$ cat config.mk
export PLATFORM = sky130hd
export DESIGN_NAME = serial_out_piso_flat
export DESIGN_NICKNAME = d
export VERILOG_FILES = /design/src/rtl/serial_out_piso_pkg.sv /design/src/rtl/serial_out_piso_if.sv /design/src/rtl/serial_out_bit_timer.sv /design/src/rtl/serial_out_piso.sv /design/src/flat_wrapper.sv
export SDC_FILE = /design/constraint.sdc
export NUM_CORES = 1
export LEC_CHECK = 0
export CAP_MARGIN = 30
export CORE_AREA = 2 2 43 45
export CTS_CLUSTER_DIAMETER = 150
export DETAILED_ROUTE_END_ITERATION = 7
export DIE_AREA = 0 0 45 47
export PLACE_DENSITY = 0.71
export SLEW_MARGIN = 20
export SYNTH_ARGS = -nofsm -noshare
export SYNTH_HDL_FRONTEND = slang
export SYNTH_SLANG_ARGS = --single-unit
$ cat constraint.sdc
create_clock -name clk -period 1.82 [get_ports clk]
set_input_delay 0.273 -clock clk [delete_from_list [all_inputs] [get_ports clk]]
set_output_delay 0.273 -clock clk [all_outputs]
set_load 0.02 [all_outputs]
$ cat src/rtl/serial_out_piso_pkg.sv
// Shared types and helpers for the serial_out PISO transmitter.
package serial_out_pkg;

  typedef enum logic {
    IDLE  = 1'b0,
    SHIFT = 1'b1
  } state_t;

  // Counter width for values 0..n-1, never narrower than one bit.
  function automatic int cnt_w(input int n);
    int w;
    w = $clog2(n);
    return (w < 1) ? 1 : w;
  endfunction

endpackage

$ cat src/rtl/serial_out_piso_if.sv
// Word handshake, abort and serial-line bundle for serial_out_piso.
interface serial_out_piso_if #(
  parameter int WIDTH = 8
);
  logic             abort;
  logic             in_valid;
  logic [WIDTH-1:0] in_data;
  logic             in_ready;
  logic             sout;
  logic             sout_en;
  logic             busy;
  logic             done;

  modport master (
    output abort, in_valid, in_data,
    input  in_ready, sout, sout_en, busy, done
  );

  modport slave (
    input  abort, in_valid, in_data,
    output in_ready, sout, sout_en, busy, done
  );
endinterface

$ cat src/rtl/serial_out_bit_timer.sv
// Per-bit cycle counter; bit_end marks the final clock of each bit period.
module serial_out_bit_timer
  import serial_out_pkg::*;
#(
  parameter int BIT_CYCLES = 1
) (
  input  logic clk,
  input  logic r_n,
  input  logic i_clr,
  input  logic i_en,
  output logic o_bit_end
);
  localparam int CW = cnt_w(BIT_CYCLES);
  localparam logic [CW-1:0] CYC_LAST = CW'(BIT_CYCLES - 1);

  logic [CW-1:0] r_cyc_cnt;
  logic          w_bit_end;

  // A single-cycle bit always ends immediately, independent of the counter.
  assign w_bit_end = (BIT_CYCLES == 1) ? 1'b1 : (r_cyc_cnt == CYC_LAST);
  assign o_bit_end = w_bit_end;

  always_ff @(posedge clk or negedge r_n) begin
    if (!r_n) begin
      r_cyc_cnt <= '0;
    end else if (i_clr) begin
      r_cyc_cnt <= '0;
    end else if (i_en) begin
      if (w_bit_end) r_cyc_cnt <= '0;
      else           r_cyc_cnt <= r_cyc_cnt + 1'b1;
    end
  end
endmodule

$ cat src/rtl/serial_out_piso.sv
// Parallel-in/serial-out transmitter: valid/ready word intake, bit-timed
// shifting onto sout, back-to-back frames and synchronous abort.
module serial_out_piso
  import serial_out_pkg::*;
#(
  parameter int WIDTH      = 8,
  parameter int BIT_CYCLES = 1,
  parameter bit MSB_FIRST  = 1'b1,
  parameter bit IDLE_LEVEL = 1'b1
) (
  input logic             clk,
  input logic             r_n,
  serial_out_piso_if.slave bus
);
  localparam int BW = cnt_w(WIDTH);
  localparam logic [BW-1:0] BIT_LAST = BW'(WIDTH - 1);

  state_t           r_state;
  logic [BW-1:0]    r_bit_cnt;
  logic [WIDTH-1:0] r_shreg;
  logic             r_sout;
  logic             r_sout_en;
  logic             r_busy;
  logic             r_done;

  logic             w_bit_end;
  logic             w_last_cycle;
  logic             w_in_ready;
  logic             w_accept;
  logic             w_first_bit;
  logic [WIDTH-1:0] w_shifted;

  assign w_last_cycle = (r_state == SHIFT) && (r_bit_cnt == BIT_LAST) && w_bit_end;
  // in_ready is the only combinational output; gating with r_n keeps it low in reset.
  assign w_in_ready   = r_n && !bus.abort && ((r_state == IDLE) || w_last_cycle);
  assign w_accept     = bus.in_valid && w_in_ready;
  assign w_first_bit  = MSB_FIRST ? bus.in_data[WIDTH-1] : bus.in_data[0];
  assign w_shifted    = MSB_FIRST ? {r_shreg[WIDTH-2:0], 1'b0} : {1'b0, r_shreg[WIDTH-1:1]};

  serial_out_bit_timer #(
    .BIT_CYCLES (BIT_CYCLES)
  ) u_bit_timer (
    .clk       (clk),
    .r_n       (r_n),
    .i_clr     (bus.abort || w_accept),
    .i_en      (r_state == SHIFT),
    .o_bit_end (w_bit_end)
  );

  always_ff @(posedge clk or negedge r_n) begin
    if (!r_n) begin
      r_state   <= IDLE;
      r_bit_cnt <= '0;
      r_shreg   <= '0;
      r_sout    <= IDLE_LEVEL;
      r_sout_en <= 1'b0;
      r_busy    <= 1'b0;
      r_done    <= 1'b0;
    end else if (bus.abort) begin
      r_state   <= IDLE;
      r_bit_cnt <= '0;
      r_sout    <= IDLE_LEVEL;
      r_sout_en <= 1'b0;
      r_busy    <= 1'b0;
      r_done    <= 1'b0;
    end else begin
      r_done <= w_last_cycle;
      if (w_accept) begin
        r_state   <= SHIFT;
        r_bit_cnt <= '0;
        r_shreg   <= bus.in_data;
        r_sout    <= w_first_bit;
        r_sout_en <= 1'b1;
        r_busy    <= 1'b1;
      end else if (w_last_cycle) begin
        r_state   <= IDLE;
        r_bit_cnt <= '0;
        r_sout    <= IDLE_LEVEL;
        r_sout_en <= 1'b0;
        r_busy    <= 1'b0;
      end else if ((r_state == SHIFT) && w_bit_end) begin
        // Next bit comes from the shifted image so sout stays registered.
        r_bit_cnt <= r_bit_cnt + 1'b1;
        r_shreg   <= w_shifted;
        r_sout    <= MSB_FIRST ? w_shifted[WIDTH-1] : w_shifted[0];
      end
    end
  end

  assign bus.in_ready = w_in_ready;
  assign bus.sout     = r_sout;
  assign bus.sout_en  = r_sout_en;
  assign bus.busy     = r_busy;
  assign bus.done     = r_done;
endmodule

$ cat src/flat_wrapper.sv
// flat-port wrapper written by rule: the top's interface ports become plain ports
module serial_out_piso_flat import serial_out_pkg::*;
#(
  parameter int WIDTH      = 8,
  parameter int BIT_CYCLES = 1,
  parameter bit MSB_FIRST  = 1'b1,
  parameter bit IDLE_LEVEL = 1'b1
)
  (clk, r_n, bus_abort, bus_in_valid, bus_in_data, bus_in_ready, bus_sout, bus_sout_en, bus_busy, bus_done);
  serial_out_piso_if #(.WIDTH(WIDTH)) bus_i ();
  input logic clk;
  input logic r_n;
  input wire logic [$bits(bus_i.abort)-1:0] bus_abort;
  input wire logic [$bits(bus_i.in_valid)-1:0] bus_in_valid;
  input wire logic [$bits(bus_i.in_data)-1:0] bus_in_data;
  output wire logic [$bits(bus_i.in_ready)-1:0] bus_in_ready;
  output wire logic [$bits(bus_i.sout)-1:0] bus_sout;
  output wire logic [$bits(bus_i.sout_en)-1:0] bus_sout_en;
  output wire logic [$bits(bus_i.busy)-1:0] bus_busy;
  output wire logic [$bits(bus_i.done)-1:0] bus_done;
  assign bus_i.abort = bus_abort;
  assign bus_i.in_valid = bus_in_valid;
  assign bus_i.in_data = bus_in_data;
  assign bus_in_ready = bus_i.in_ready;
  assign bus_sout = bus_i.sout;
  assign bus_sout_en = bus_i.sout_en;
  assign bus_busy = bus_i.busy;
  assign bus_done = bus_i.done;
  serial_out_piso #(.WIDTH(WIDTH), .BIT_CYCLES(BIT_CYCLES), .MSB_FIRST(MSB_FIRST), .IDLE_LEVEL(IDLE_LEVEL)) u_core (.clk(clk), .r_n(r_n), .bus(bus_i));
endmodule
# Word level (Yosys, flattened, before mapping)
# Index checks and enable logic that the tools add are counted.
[totals]
output_inout_bits = 5
reg_bits = 13
[op_classes]
addsub = 1
mux = 15
n_bitwise = 2
eq_ne = 2
reduce_logical = 10
[op_table]
columns = ["op", "n"]
rows = [
  ["2-to-1 mux 7 bit", 3],
  ["2-to-1 mux 3 bit", 4],
  ["2-to-1 mux 1 bit", 8],
  ["logical AND 1 bit", 4],
  ["nonzero test 4 bit", 1],
  ["adder 3 x 1 -> 3 bit, second input constant", 1],
  ["== test 3 bit, second input constant", 1],
  ["AND reduction 3 bit", 1],
  ["nonzero test 3 bit", 1],
  ["inequality test 2 bit, second input constant", 1],
  ["NOT 1 bit", 2],
  ["nonzero test 2 bit", 1],
  ["logical NOT 1 bit", 1],
  ["logical OR 1 bit", 1],
]

# Depth between registers and ports, before layout
[depth]
ltp_word = 7
depth_mapped = 7

# By module
# From an unflattened synthesis, not the netlist that was laid out.
[hier_totals]
hier_cells = 60
area_unflattened_um2 = 693.2
[modules_own_cells]
columns = ["mod", "cells_each", "n_inst", "seq_area_each_um2", "area_per_inst_um2"]
rows = [
  ["serial_out_piso", 58, 1, 326.6, 681.9],
  ["serial_out_bit_timer", 2, 1, 0.0, 11.3],
]

# Worst setup path after synthesis
# Ideal clock, no wire load.
[synth_timing]
kind = "reg2out"
startpoint = "reg u_core.r_bit_cnt[0]"
endpoint = "out bus_in_ready"
t_required_ns = 1.547
slack_ns = 0.144
path_stages_with_launch = 7
path_buffers = 2
arrival_ns = 1.403
path_cell_list = "dfrtp_1 > ha_1 > ha_1 > buf_6 > nand2b_4 > buf_6 > and3b_2"
[synth_between]
elab_chain_cells = 4
[synth_rtl]
columns = ["item", "line_no", "source"]
rows = [
  ["start: declaration", "serial_out_piso.sv:19", "logic [BW-1:0] r_bit_cnt;"],
  ["start signal: assignment", "serial_out_piso.sv:83", "r_bit_cnt <= r_bit_cnt + 1'b1;"],
  ["== test 3 bit", "serial_out_piso.sv:33", "assign w_last_cycle = (r_state == SHIFT) && (r_bit_cnt == BIT_LAST) && w_bit_end;"],
  ["logical AND 1 bit", "serial_out_piso.sv:33", ""],
  ["logical OR 1 bit", "serial_out_piso.sv:35", "assign w_in_ready = r_n && !bus.abort && ((r_state == IDLE) || w_last_cycle);"],
  ["logical AND 1 bit", "serial_out_piso.sv:35", ""],
  ["end: declaration", "flat_wrapper.sv:16", "output wire logic [$bits(bus_i.in_ready)-1:0] bus_in_ready;"],
]
# No other way between the ends.

# Worst setup path after layout
[layout_timing]
startpoint = "reg u_core.r_bit_cnt[1]"
endpoint = "out bus_in_ready"
# Same word-level chain as after synthesis.

==> impl_metrics.ini <==
[outcome]
status = complete, no violations

[detailed_routing]
wl_per_cell_um = 15.43
drtPass1Iterations = 4
via_count = 604
drtIter0Drc = 15
drt-total-wl_mm = 1.666
ant_nets = 0
drcViolationCount = 0
via_per_inst = 5.593

[layout]
drive_gt1_frac = 0.2198
nets = 106
syn2layout_area_growth_pct = 35.34
n_antenna_cell = 0
final_cells = 108

[timing]
fin_crit_ns = 1.782
fin_ws_ns = 0.03841
drv_slew = 0
skew_ns = 0.006238
fmax_mhz = 561.3
setup-violations-final = 0
fin_crit_sh = 0.9789
rsz0062_at_grt = false
relSlewSlack = 0.7889
hold_violations = 0
tightest_slew_ns = 0.3166

[yosys]
ys_warn_count = 0
mappedNetlistArea_um2 = 708.2
synth_top_area_cell = dfrtp_1
synth_fp_nets = 82
synth.avg_cell_area_um2 = 10.41
ys_ff_latch = 13
yosysSeqAreaShare = 0.4611
synth_top_area_frac = 0.4240
synthCells = 68
synthDistinctLibCells = 24
synthTopCellsByArea = dfrtp_1 (42%), nor3b_1 (7.4%), a31oi_1 (6.2%)

[clock_tree]
hold_buffers = 0
cts_buffers = 3
cts_tree = built
clk_pin_slew_ns = 0.08
ctsLongestPathBuffers = 2
h-tree-depth = 1
cts_sinks = 13
clk_latency_ns = 0.27
cts_root_buffer = clkbuf_4

[floorplanning]
core_area_um2 = 1652
dieArea_um2 = 2115
num_rows = 15
io_pins = 17
die_x_um = 45
die_h_um = 47
initial_core_util = 0.4288

[critical_path]
crit_type = reg -> out
worstPathArrival_ns = 1.51
cp_max_fo = 2
worst_ep_required_time_ns = 1.55
setup.worst_path.start_class = register
end_kind = primary output

[min_path]
hold_class = in -> async

[pwr]
peakVddDrop_mv = 0.4367
leakage_nw = 0.4227
p_per_area_nw_per_um2 = 714.5

[placement]
hpwl_mm = 1.101
dp.cells = 102
dp_slack_ns = -0.1203
port_buffers = 16
place_congestion = 0.8193

[grt]
first_global_vias = 613
grt_max_degree = 17
grt_first_pass_wirelength_mm = 2.746
antenna_found_initial = 0
grt_overflow = 0
grt_usage = 0.1849

[flow_run]
maxCapViolations = 0
==> cells by family after synthesis <==
family / after synthesis / synth area share
fa+ha+maj: 2 / 0.03533
simple gates: 18 / 0.1785
flops: 13 / 0.4611
buf+inv: 14 / 0.1078
compound gates: 21 / 0.2173
==> per-layer routing <==
layer,vias to the layer above,global-route usage,wire (µm)
met5,-,0,0
met4,0,0.1235,19
met3,2,0.01538,57
met2,13,0.3000,809
met1,295,0.2373,780
li1,294,-,-
==> cell type report <==
type / instances / area, µm²
repair buffers: 25 / 234.0
inverters: 8 / 30.03
fillers: 153 / 693.2
clock buffers: 4 / 26.28
well taps: 17 / 21.27
flip-flops and latches: 13 / 326.6
multi-input cells: 41 / 320.3
==> layout by cell type, fill, tap and decap left out, types with 3 or more instances in the layout <==
master           instances
buf_4                    9
a31oi_1                  7
o22a_1                   5
dfrtp_1                 12
nand3_1                  4
nor3b_1                  7
clkbuf_4                 3
clkdlybuf4s50_1         13
a21oi_1                  3
inv_1                    8
==> registers in the layout, summed over array words and instances (netlist names) <==
register,count
u_core.r_state,1
u_core.bus.sout,1
u_core.r_shreg,7
u_core.bus.done,1
u_core.r_bit_cnt,3
==> critical path, cell delays in order (launching register included) <==
cell,delay (ns)
dfrtp_1,0.39
ha_2,0.21
ha_4,0.16
nand2b_4,0.13
and3b_2,0.21
buf_6,0.13
==> power breakdown <==
part / internal (W) / leakage, nW / switching [W]
clock network: 0.0000849 / 0.0150 / 0.0000915
logic: 0.0000894 / 0.252 / 0.0000705
registers: 0.000328 / 0.156 / 0.0000208
==> per-stage QoR <==
stage | hold slack [ns] | power [W] | area [µm²] | TNS [ns] | utilization
6_report | 0.3652 | 0.0006848 | 958.4 | 0 | 0.5803
5_1_grt | 0.3943 | 0.0007258 | 958.4 | 0 | 0.5803
4_1_cts | 0.3527 | 0.0006914 | 924.6 | 0 | 0.5598
3_5_place_dp | 0.4984 | 0.0005106 | 895.9 | -0.1203 | 0.5424
3_3_place_gp | 0.4912 | 0.0005055 | 895.9 | -0.05378 | 0.5424
2_1_floorplan | -0.02259 | 0.0004422 | 708.2 | 0 | -
==> synth_stat cells (all sizes together) <==
cell	instances
a21oi	4
buf	5
ha	2
o21ai	2
dfrtp	12
o22ai	1
nand2b	1
and2	1
dfstp	1
nand4b	1
a221oi	1
nand3b	1
o22a	6
a31oi	7
clkbuf	1
nor3b	7
nand3	4
inv	8
and3b	1
nand2	2
==> worst paths after layout <==
check	startpoint	end	slack (ns)	cells past startpoint
worst max-delay path	u_core.r_bit_cnt[1]$_DFFE_PN0P_	bus_in_ready	0.04	5
worst min-delay path	r_n	u_core.r_shreg[2]$_DFFE_PN0P_	0.37	2
worst max register to register	u_core.r_bit_cnt[1]$_DFFE_PN0P_	u_core.r_shreg[0]$_DFFE_PN0P_	0.25	6
worst min register to register	u_core.r_shreg[1]$_DFFE_PN0P_	u_core.r_shreg[1]$_DFFE_PN0P_	0.52	1
max in group asynchronous	r_n	u_core.bus.sout$_DFFE_PN1P_	1.20	2
min in group clk	u_core.r_shreg[1]$_DFFE_PN0P_	u_core.r_shreg[1]$_DFFE_PN0P_	0.52	1
==> timing repair <==
action,in CTS,in global routing
pin swaps,0,1
buffers inserted,0,2
resized for setup,7,4
endpoints found under the setup margin,1,3
Power figures use the tool's default switching activity.
==> variant 1: new RTL, same settings <==
`WIDTH` is set to 8 in 3 places; all go to 7.
--- a/src/rtl/serial_out_piso_if.sv
+++ b/src/rtl/serial_out_piso_if.sv
@@ -1,6 +1,6 @@
 // Word handshake, abort and serial-line bundle for serial_out_piso.
 interface serial_out_piso_if #(
-  parameter int WIDTH = 8
+  parameter int WIDTH = 7
 );
   logic             abort;
   logic             in_valid;
--- a/src/rtl/serial_out_piso.sv
+++ b/src/rtl/serial_out_piso.sv
@@ -3,7 +3,7 @@
 module serial_out_piso
   import serial_out_pkg::*;
 #(
-  parameter int WIDTH      = 8,
+  parameter int WIDTH      = 7,
   parameter int BIT_CYCLES = 1,
   parameter bit MSB_FIRST  = 1'b1,
   parameter bit IDLE_LEVEL = 1'b1
--- a/src/flat_wrapper.sv
+++ b/src/flat_wrapper.sv
@@ -1,7 +1,7 @@
 // flat-port wrapper written by rule: the top's interface ports become plain ports
 module serial_out_piso_flat import serial_out_pkg::*;
 #(
-  parameter int WIDTH      = 8,
+  parameter int WIDTH      = 7,
   parameter int BIT_CYCLES = 1,
   parameter bit MSB_FIRST  = 1'b1,
   parameter bit IDLE_LEVEL = 1'b1
Ports: changed (resized bus_in_data); port bits go from 17 to 16. The function was not compared with the original's and may differ.
==> variant 1 against the unedited design <==
Via count shrank 15%. Sequential cell count is 1 lower. Count of clock-buffer cells in the layout stayed put. Synthesized area shrank 10%. Worst setup slack gained 0.054 ns. Routed wire length decreased by 15%. Cell area down 7.8%. Total power is 0.24% higher. Critical path type unchanged. Critical endpoint unchanged.
==> variant 1: results (changes against the unedited design) <==
Leakage power -> 0.000357 uW (-16%)
Non-filler cells, final -> 95 (-12%)
Share of cells above drive strength 1 -> 30.8% (+8.8 points)
Gpl congestion -> 0.741 (-9.5%)
Biggest regs -> u_core.r_shreg x6, u_core.r_bit_cnt x3
Count of cell types in the netlist -> 26 (+8.3%)
CTS H-tree depth -> 1 (unchanged)
Post-route worst setup slack -> 0.0923 ns (+0.0539 ns)
Most used DFF post-synth -> dfrtp_1
Starting DRT DRC Count -> 5 (-10)
Worst-path clk slew -> 0.08 ns (about the same)
Met3 routed WL -> 51 um (-11%)
Sequential share of the synthesized area -> 47.4% (+1.3 points)
Dpl cells -> 91 (-11%)
DP Worst Slack -> -0.108 ns (+0.0125 ns)
Internal power -> 512 uW (+2.1%)
R2R depth -> 6 (unchanged)
Worst Setup SP -> u_core.r_bit_cnt[0]$_DFFE_PN0P_
Vias in the first global route -> 516 (-16%)
Pre-Repair DR Iteration Count -> 2 (-2)
Reg power frac -> 47.9% (-3.0 points)
Most frequent cells after synthesis -> 11 x dfrtp_1, 5 x o221a_2, 4 x a21oi_1, 4 x nand2_1, 4 x or4_1
GRT Total Usage -> 15.1% (-3.4 points)
Relative slew margins -> 80.6% (+1.7 points)
Reg-to-Reg End -> u_core.r_shreg[4]$_DFFE_PN0P_
Hold/Removal Path Class -> input pin to async pin
Reg2reg start -> u_core.r_bit_cnt[0]$_DFFE_PN0P_
Clk_lat worst skew -> 0.27 ns (about the same)
FFs w/ async S/R, synth -> 100% (unchanged)
Worst VDD drop -> 0.412 mV (-5.7%)
Grt total ovfl -> 0 (unchanged)
Area contributors post-synth -> dfrtp_1 43%, o221a_2 8.9%, or4_1 4.7%, dfstp_2 4.1%, ha_1 3.9%
First-pass GRT wire length -> 2320 um (-16%)
Syn Inst Count -> 54 (-21%)
Total Wirelength -> 1420 um (-15%)
PortBufs -> 15 (-1)
Vias/cell -> 5.43 (-2.9%)
Crit path DAT -> 1.45 ns (-0.06 ns)
Largest net degree at the start of global routing -> 16 (-1)
Layout net count -> 92 (-13%)
Clk_skew -> 0.00412 ns (-0.00212 ns)
Status -> complete, no violations
Routed length on met2 -> 687 um (-15%)
FF-to-FF setup slack -> 0.19 ns (-0.06 ns)
Synthesized Nets -> 67 (-18%)
Final HPWL DP -> 1070 um (-2.7%)
Routed length on met1 -> 667 um (-14%)
Area after DPL -> 841 um^2 (-6.1%)
## variant 1: what timing repair did
item                       CTS  global route
hold buffers                 0             0
resized for setup            4             1
setup endpoints to repair    1             1
## variant 1: logic make-up after synthesis
group	after synthesis	share of synthesized area, %
simple gates	17	16.1
flops	12	47.4
compound gates	17	25.6
buf+inv	5	5.31
mux	1	1.57
fa+ha+maj	2	3.94
## variant 1: stage by stage
step | setup TNS [ns] | hold slack, ns
2_1_floorplan | 0 | -0.0226
6_report | 0 | 0.360
3_5_place_dp | -0.131 | 0.506
3_3_place_gp | -0.132 | 0.503
4_1_cts | 0 | 0.375
5_1_grt | 0 | 0.386
## variant 1: worst max-delay path: stages, from the launching register on
cell             delay (ns)
dfrtp_1                0.38
inv_1                  0.06
ha_1                   0.21
a21boi_4               0.07
nor3b_2                0.18
clkdlybuf4s15_2        0.28
## variant 1: area by class of cell
cell class | count | area (um^2)
Multi-Input combinational cell | 37 | 305
Tap cell | 17 | 21.3
Sequential cell | 12 | 302
Clock buffer | 4 | 36.3
Inverter | 2 | 7.51
Timing Repair Buffer | 23 | 211
Fill cell | 158 | 768
## variant 1: power groups by stage
stage                     sequential, uW  combinational, uW  clock, uW
after global placement               333                146          0
after global routing                 333                163        231
final                                329                150        207
after CTS                            329                150        212
after floorplan                      332               82.3          0
after detailed placement             334                150          0
## variant 1: metal layers
layer,vias up,track usage [%]
li1,257,-
met1,246,18.7
met2,11,26.0
met3,2,4.62
met4,0,3.53
met5,-,0
